==> config.mk <==
export PLATFORM = sky130hd
export DESIGN_NAME = caq_tape_player
export DESIGN_NICKNAME = d
export VERILOG_FILES = /design/src/rtl/caq_tape_player.sv
export SDC_FILE = /design/constraint.sdc
export NUM_CORES = 1
export LEC_CHECK = 0
export ABC_AREA = 1
export CELL_PAD_IN_SITES_DETAIL_PLACEMENT = 1
export CELL_PAD_IN_SITES_GLOBAL_PLACEMENT = 1
export CORE_MARGIN = 3
export CORE_UTILIZATION = 35
export CTS_BUF_LIST = sky130_fd_sc_hd__clkbuf_8
export DETAILED_ROUTE_END_ITERATION = 10
export GPL_ROUTABILITY_DRIVEN = 0
export PLACE_DENSITY = 0.83
export SYNTH_ARGS = -nofsm -noshare
export SYNTH_HDL_FRONTEND = slang
export SYNTH_SLANG_ARGS = --single-unit
==> constraint.sdc <==
create_clock -name clk -period 1.64 [get_ports clk]
set_input_delay 0.492 -clock clk [delete_from_list [all_inputs] [get_ports clk]]
set_output_delay 0.492 -clock clk [all_outputs]
set_load 0.01 [all_outputs]
==> src/rtl/caq_tape_player.sv <==
// caq_tape_player: replays a CAQ image from tape RAM as the serial cassette
// waveform. Each bit is one square cycle (high half then low half). A start
// '0' bit comes first, then data MSB first, then STOP_BITS '1' cycles.
// Optional motor gating is enabled by defining CAQ_TAPE_MOTOR_EN.
module caq_tape_player #(
  parameter int AW        = 16,
  parameter int HALF1     = 1,
  parameter int HALF0     = 2,
  parameter int STOP_BITS = 2
) (
  input  logic          clk,
  input  logic          reset_n,
  input  logic          ce_tape,
  input  logic          loaded,
  input  logic [AW-1:0] length,
  input  logic          pause,
  input  logic          rewind,
`ifdef CAQ_TAPE_MOTOR_EN
  input  logic          motor,
`endif
  input  logic [7:0]    data,
  output logic [AW-1:0] addr,
  output logic          req,
  output logic          out,
  output logic          done
);

  localparam int HMAX = (HALF0 > HALF1) ? HALF0 : HALF1;
  localparam int TW   = $clog2(HMAX) + 1;
  localparam logic [TW-1:0] H1_LAST = TW'(HALF1 - 1);
  localparam logic [TW-1:0] H0_LAST = TW'(HALF0 - 1);
  localparam logic [1:0]    SB      = 2'(STOP_BITS);

  typedef enum logic [2:0] {
    ST_IDLE,
    ST_FETCH,
    ST_LOAD,
    ST_BIT,
    ST_STOP,
    ST_DONE
  } state_t;

  state_t        state_q, state_d;
  logic [AW-1:0] addr_q, addr_d;
  logic [AW-1:0] len_q, len_d;
  logic [8:0]    shreg_q, shreg_d;
  logic [3:0]    bit_cnt_q, bit_cnt_d;
  logic [TW-1:0] tick_q, tick_d;
  logic          phase_q, phase_d;
  logic [1:0]    stop_q, stop_d;

  logic          freeze;
  logic          tick;
  logic [TW-1:0] half_last;
  logic [AW-1:0] addr_inc;

  // Freeze condition gates tick-driven progress only; FETCH/LOAD still run
`ifdef CAQ_TAPE_MOTOR_EN
  assign freeze = pause | ~motor;
`else
  assign freeze = pause;
`endif

  assign tick      = ce_tape & ~freeze;
  assign half_last = ((state_q == ST_STOP) || shreg_q[8]) ? H1_LAST : H0_LAST;
  assign addr_inc  = addr_q + AW'(1);

  // Next-state, datapath updates and outputs; every value defaults to hold
  always_comb begin
    state_d   = state_q;
    addr_d    = addr_q;
    len_d     = len_q;
    shreg_d   = shreg_q;
    bit_cnt_d = bit_cnt_q;
    tick_d    = tick_q;
    phase_d   = phase_q;
    stop_d    = stop_q;
    req       = 1'b0;
    out       = 1'b0;
    done      = 1'b0;

    unique case (state_q)
      ST_FETCH: req = 1'b1;
      ST_LOAD:  req = 1'b1;
      ST_BIT:   begin req = 1'b1; out = phase_q; end
      ST_STOP:  begin req = 1'b1; out = phase_q; end
      ST_DONE:  done = 1'b1;
      default:  ;
    endcase

    if (rewind) begin
      state_d = ST_IDLE;
      addr_d  = '0;
    end else if (loaded) begin
      // An empty image finishes at once; otherwise (re)start at byte 0
      len_d   = length;
      addr_d  = '0;
      state_d = (length == '0) ? ST_DONE : ST_FETCH;
    end else begin
      case (state_q)
        ST_IDLE: ;
        ST_FETCH: state_d = ST_LOAD;
        ST_LOAD: begin
          shreg_d   = {1'b0, data};
          bit_cnt_d = 4'd9;
          tick_d    = '0;
          phase_d   = 1'b1;
          state_d   = ST_BIT;
        end
        ST_BIT: begin
          if (tick) begin
            if (tick_q == half_last) begin
              tick_d = '0;
              if (phase_q) begin
                phase_d = 1'b0;
              end else begin
                phase_d = 1'b1;
                if (bit_cnt_q == 4'd1) begin
                  stop_d  = SB;
                  state_d = ST_STOP;
                end else begin
                  bit_cnt_d = bit_cnt_q - 4'd1;
                  shreg_d   = {shreg_q[7:0], 1'b0};
                end
              end
            end else begin
              tick_d = tick_q + TW'(1);
            end
          end
        end
        ST_STOP: begin
          if (tick) begin
            if (tick_q == half_last) begin
              tick_d = '0;
              if (phase_q) begin
                phase_d = 1'b0;
              end else if (stop_q == 2'd1) begin
                addr_d  = addr_inc;
                state_d = (addr_inc == len_q) ? ST_DONE : ST_FETCH;
              end else begin
                stop_d  = stop_q - 2'd1;
                phase_d = 1'b1;
              end
            end else begin
              tick_d = tick_q + TW'(1);
            end
          end
        end
        ST_DONE: state_d = ST_IDLE;
        default: state_d = ST_IDLE;
      endcase
    end
  end

  // State and datapath registers with synchronous active-low reset
  always_ff @(posedge clk) begin
    if (!reset_n) begin
      state_q   <= ST_IDLE;
      addr_q    <= '0;
      len_q     <= '0;
      shreg_q   <= '0;
      bit_cnt_q <= '0;
      tick_q    <= '0;
      phase_q   <= 1'b0;
      stop_q    <= '0;
    end else begin
      state_q   <= state_d;
      addr_q    <= addr_d;
      len_q     <= len_d;
      shreg_q   <= shreg_d;
      bit_cnt_q <= bit_cnt_d;
      tick_q    <= tick_d;
      phase_q   <= phase_d;
      stop_q    <= stop_d;
    end
  end

  assign addr = addr_q;

endmodule
# Yosys cells after proc, flatten, opt, wreduce, memory -nomap -nowiden
# Cells that the tools add are included.
# totals
out_inout_bits	19
in_bits	30
regBits	53
# op_classes
mux	46
addsub	4
n_reduce_logical	18
bitwise	6
eq_ne	28
# ops
cell	n
2-to-1 mux 9 bit	4
2-to-1 mux 3 bit	11
2-to-1 mux 2 bit	10
!= test 2 bit (second input constant)	9
!= test 3 bit (second input constant)	6
case mux 9 bit (2 select lines)	1
adder 16 x 1 -> 16 bit (second input constant)	1
== test 16 bit	1
zero test 16 bit	1
2-to-1 mux 4 bit	4
case mux 3 bit (5 select lines)	1
AND reduction 7 bit	2
2-to-1 mux 1 bit	11
AND reduction 11 bit	1
AND reduction 9 bit	1
case mux 2 bit (2 select lines)	2
case mux 4 bit (2 select lines)	1
== test 3 x 2 -> 1 bit (second input constant)	2
== test 3 bit (second input constant)	2
!= test 3 x 2 -> 1 bit (second input constant)	2
nonzero test 2 bit	3
inverter 1 bit	5
AND reduction 5 bit	1
== test 4 x 1 -> 1 bit (second input constant)	1
other kinds (17)	19

# Longest topological paths before layout
# depth
depth_word	9
depth_mapped	14
ltp_nobuf	14

# Worst setup path after synthesis
# No wires, ideal clock.
# synth_path
path_type	register to register
start	reg addr_q[0], in the netlist addr[0]
end	reg state_q[2]
arrival_time_ns	1.685
period_less_slack_ns	1.755
setup_slack_ns	-0.115
setup_time_ns	0.070
required_time_ns	1.570
path_stages_with_launch	14
cell_sequence	dfxtp_1 -> ha_1 -> nand3_1 -> nor2_1 -> nand3_1 -> nand2_1 -> nand3_1 -> nand2_1 -> nand2_1 -> nor2_1 -> nand3_1 -> nand2_1 -> nand2_1 -> a21oi_1
# synth_via
elab_chain_cells	9
# synth_lines
element	line	rtl
start, declared	44	logic [AW-1:0] addr_q, addr_d;
start signal, assigned	168	addr_q <= addr_d;
adder 16 x 1 -> 16 bit	66	assign addr_inc = addr_q + AW'(1);
== test 16 bit	139	state_d = (addr_inc == len_q) ? ST_DONE : ST_FETCH;
2-to-1 mux 3 bit	139	
2-to-1 mux 3 bit	137	end else if (stop_q == 2'd1) begin
2-to-1 mux 3 bit	135	if (phase_q) begin
2-to-1 mux 3 bit	133	if (tick_q == half_last) begin
2-to-1 mux 3 bit	132	if (tick) begin
case mux 3 bit (5 select lines)	100	case (state_q)
2-to-1 mux 3 bit	94	end else if (loaded) begin
end signal, assigned	167	state_q <= state_d;
end, declared	43	state_t state_q, state_d;
# No other way between the ends. The select of a mux whose other input is x is not followed.
# A chain may end at the register's enable or synchronous reset.

# Worst setup path after layout
# layout_path
start	reg state_q[1]
end	reg bit_cnt_q[3]
# layout_via
elab_chain_cells	6
# layout_lines
element	line	rtl
== test 3 bit	65	assign half_last = ((state_q == ST_STOP) || shreg_q[8]) ? H1_LAST : H0_LAST;
logical OR 1 bit	65	
2-to-1 mux 1 bit	65	
== test 2 x 1 -> 1 bit	112	if (tick_q == half_last) begin
!= test 2 bit (no source line)	n/a	
AND reduction 7 bit (no source line)	n/a	
end signal, assigned	171	bit_cnt_q <= bit_cnt_d;
end, declared	47	logic [3:0] bit_cnt_q, bit_cnt_d;
# Parallel ways exist; a longest one is shown, timed or not.

==> impl_metrics.py <==
metrics = {
    "critical_path": {
        "cpPeakStageDelay_ns": 0.38,
        "critical_path_class": "flip-flop to flip-flop",
        "cp.arrival_ns": 2.21,
        "end_kind": "flip-flop",
        "rr_worst_depth": 13,
        "critical_path.top_delay_family": "simple AND/OR/NAND/NOR gates",
        "crit_slowest_cell": "dfxtp_4",
        "cp_num_buf_inv": 3,
        "cpMostUsedCell": "nor2_4",
        "cp_cell_sequence": "nor2_4 -> nand2_4 -> buf_6 -> nand2_8 -> nor2_4 -> nor2_4 -> nand2_2 -> a21oi_4 -> buf_12 -> buf_8 -> o21ai_4 -> nand2_1 -> a21oi_1",
        "cp.depth": 13,
        "crit_fanout": 5,
        "crit_required_ns": 1.85,
        "start_kind": "flip-flop",
    },
    "drt": {
        "routed_wl_um": 14800,
        "wl_met1_um": 5560,
        "routed-wl-met3_um": 541,
        "drc_errors": 0,
        "route.vias.total": 4082,
        "drt_iter0_drc": 131,
        "first_pass_iters": 4,
        "top_layer": "met4",
        "viasPerCell": 5.59,
        "wl_per_cell_um": 20.3,
        "wl_met2_um": 8120,
        "ant_nets": 0,
    },
    "logic_synthesis": {
        "netlist.area_leader.share_pct": 34.2,
        "yosys_warnings": 0,
        "synth_area_leader_cell": "dfxtp_1",
        "synth.area.top_cells": "dfxtp_1 34%, nand2_1 14%, nor2_1 7.6%, inv_1 7.4%, a21oi_1 6.3%",
        "syn-cell-area_um2": 3100,
        "yosysUniqueCellTypes": 36,
        "synth_nets": 515,
        "ys_seq_area_share_pct": 34.2,
        "synth_cells": 481,
        "synth-seq-cells": 53,
        "syn_area_per_cell_um2": 6.45,
    },
    "clock_network": {
        "clock-root-buffer": "clkbuf_8",
        "clk_transition_reported_paths_ns": 0.10,
        "worstSkewPairLatency_ns": 0.34,
        "h-tree-depth": 2,
        "clock_sinks": 53,
        "cts_tree": "built",
        "cts_buffer_depth": 2,
        "cts_made_buffers": 5,
    },
    "die": {
        "die_h_um": 100,
        "die_x_um": 100,
        "initial_core_util_pct": 36.8,
        "io_pins": 49,
        "rows": 33,
        "design.core.area_um2": 8420,
        "dieArea_um2": 10000,
    },
    "worst_hold_path": {
        "worstHoldPathCells": 2,
        "hp-class": "flip-flop to flip-flop",
    },
    "global_routing": {
        "grt_pass1_wl_um": 21900,
        "antenna_found_initial": 0,
        "gr-total-overflow": 0,
        "grt_max_degree": 18,
        "grt_pass1_vias": 4484,
        "grtUsageTotal_pct": 27.5,
    },
    "place": {
        "hpwl_um": 8060,
        "post-place-ws_ns": -0.561,
        "dp.cells": 695,
        "portBuffers": 48,
    },
    "timing": {
        "hold_viol": 0,
        "finalSetupViolCount": 39,
        "drv_slew": 0,
        "finClkSkew_ns": 0.0193,
        "finalCritPeriodShare_pct": 122,
        "period_needed_ns": 2.00,
        "maxSlewHeadroom_pct": 67.4,
        "clock.fmax_ghz": 0.501,
        "worst_pin_slew_ns": 0.485,
        "rsz0062_at_grt": "yes",
        "worst_slack_ns": -0.356,
    },
    "pwr": {
        "power_density_nw_per_um2": 498,
        "power_mw": 2.56,
        "p_leak_nw": 2.17,
        "irDropWorstVdd_v": 0.000363,
    },
    "finish": {
        "drive_gt1_share_pct": 38.2,
        "final_core_util_pct": 61.2,
        "nets": 658,
        "diodes": 0,
        "fin_cells": 730,
        "area_growth_pct": 66.0,
    },
    "outcome": {
        "violations": "negative setup slack",
        "outcome": "finished with violations",
    },
    "job": {
        "max-cap-violations": 0,
    },
}
-- sequential cells by signal, summed over array words and instances (netlist names) --
name       cells
len_q         16
phase_q        1
addr          16
bit_cnt_q      4
stop_q         2
tick_q         2
state_q        3
shreg_q        9
-- worst paths after layout --
kind	from	to	slack [ns]
worst max-delay path	state_q[1]$_SDFFE_PP0P_	bit_cnt_q[3]$_SDFFE_PN0P_	-0.36
worst max register to register	state_q[1]$_SDFFE_PP0P_	bit_cnt_q[3]$_SDFFE_PN0P_	-0.36
worst min register to register	shreg_q[0]$_SDFFE_PN0P_	shreg_q[0]$_SDFFE_PN0P_	0.48
worst min-delay path	shreg_q[0]$_SDFFE_PN0P_	shreg_q[0]$_SDFFE_PN0P_	0.48
-- cell type report --
class	count	area, um^2
Clock inverter	3	17.5
Tap cell	105	131
Sequential cell	53	1100
Inverter	66	260
Clock buffer	5	68.8
Timing Repair Buffer	144	1290
Multi-Input combinational cell	354	2280
Fill cell	1052	3270
-- layer usage --
metal / vias up / GRT usage, %
met4: 0 / 13.2
li1: 1870 / -
met5: - / 0
met3: 49 / 3.47
met2: 134 / 53.5
met1: 2029 / 28.6
-- through the flow --
stage	area, um^2	hold WS [ns]	setup TNS (ns)
finish	5150	0.477	-8.42
floorplan	3110	0.425	0
global route	5150	0.498	-10.59
CTS	4910	0.469	-3.86
detailed placement	4230	0.448	-20.23
global placement	4230	0.436	-17.00
-- cell families (layout without fill, tap and decap cells) --
family / Yosys count / count (layout) / share of synthesized area (%)
DFF: 53 / 53 / 34.2
adders and majority gates: 4 / 4 / 1.61
xor gates and xnor gates: 5 / 5 / 1.85
buffers and inverters: 78 / 218 / 10.2
muxes: 1 / 1 / 0.323
AOI/OAI and AO/OA: 95 / 98 / 17.4
and+or+nand+nor: 245 / 246 / 34.4
-- worst min-delay path, delay by kind of cell, from the launching register on --
family	cells	cell delay, ns
and+or+nand+nor	1	0.07
AOI/OAI and AO/OA	1	0.05
DFF	1	0.33
-- cell usage after synthesis (all sizes together) --
cell	n
nand2	115
nor2	72
inv	63
dfxtp	53
a21oi	40
o21ai	40
nand3	35
nand4	11
a211oi	9
clkbuf	7
nor3	6
buf	5
ha	4
clkinv	3
nand3b	3
nor4	3
xor2	3
o31a	2
a2111oi	1
a21boi	1
mux2i	1
o211ai	1
o31ai	1
xnor2	1
xnor3	1
-- repair_timing --
item                                    in CTS  in global routing
hold buffers                                 0                  0
endpoints found under the setup margin      55                 46
setup buffers                               15                  8
gates resized for setup                    138                 67
gates cloned                                 7                  0
endpoints found under the hold margin        0                  0
pin swaps                                   28                 34
-- power breakdown --
group / internal, mW / switching (mW) / leakage [nW]
Clock: 0.298 / 0.504 / 0.0459
Sequential: 1.31 / 0.0296 / 0.442
Combinational: 0.205 / 0.220 / 1.68
-- layout by cell type (no fill, tap or decap), types with 7 or more instances in the layout --
cell type	netlist	layout
clkdlybuf4s50_1	0	27
inv_1	61	57
o21ai_0	36	26
dfxtp_2	0	10
nor2_4	3	21
dfxtp_4	0	8
a21oi_2	0	17
a211oi_2	0	9
o21ai_2	0	7
nand3_1	35	31
buf_4	0	81
a21oi_1	39	18
dlygate4sd2_1	0	17
buf_6	2	9
nor2_1	63	43
nor2_2	6	9
dfxtp_1	53	35
nand4_1	11	11
nand2_2	2	16
nand2_1	112	94
(Power assumes the default switching activity.)
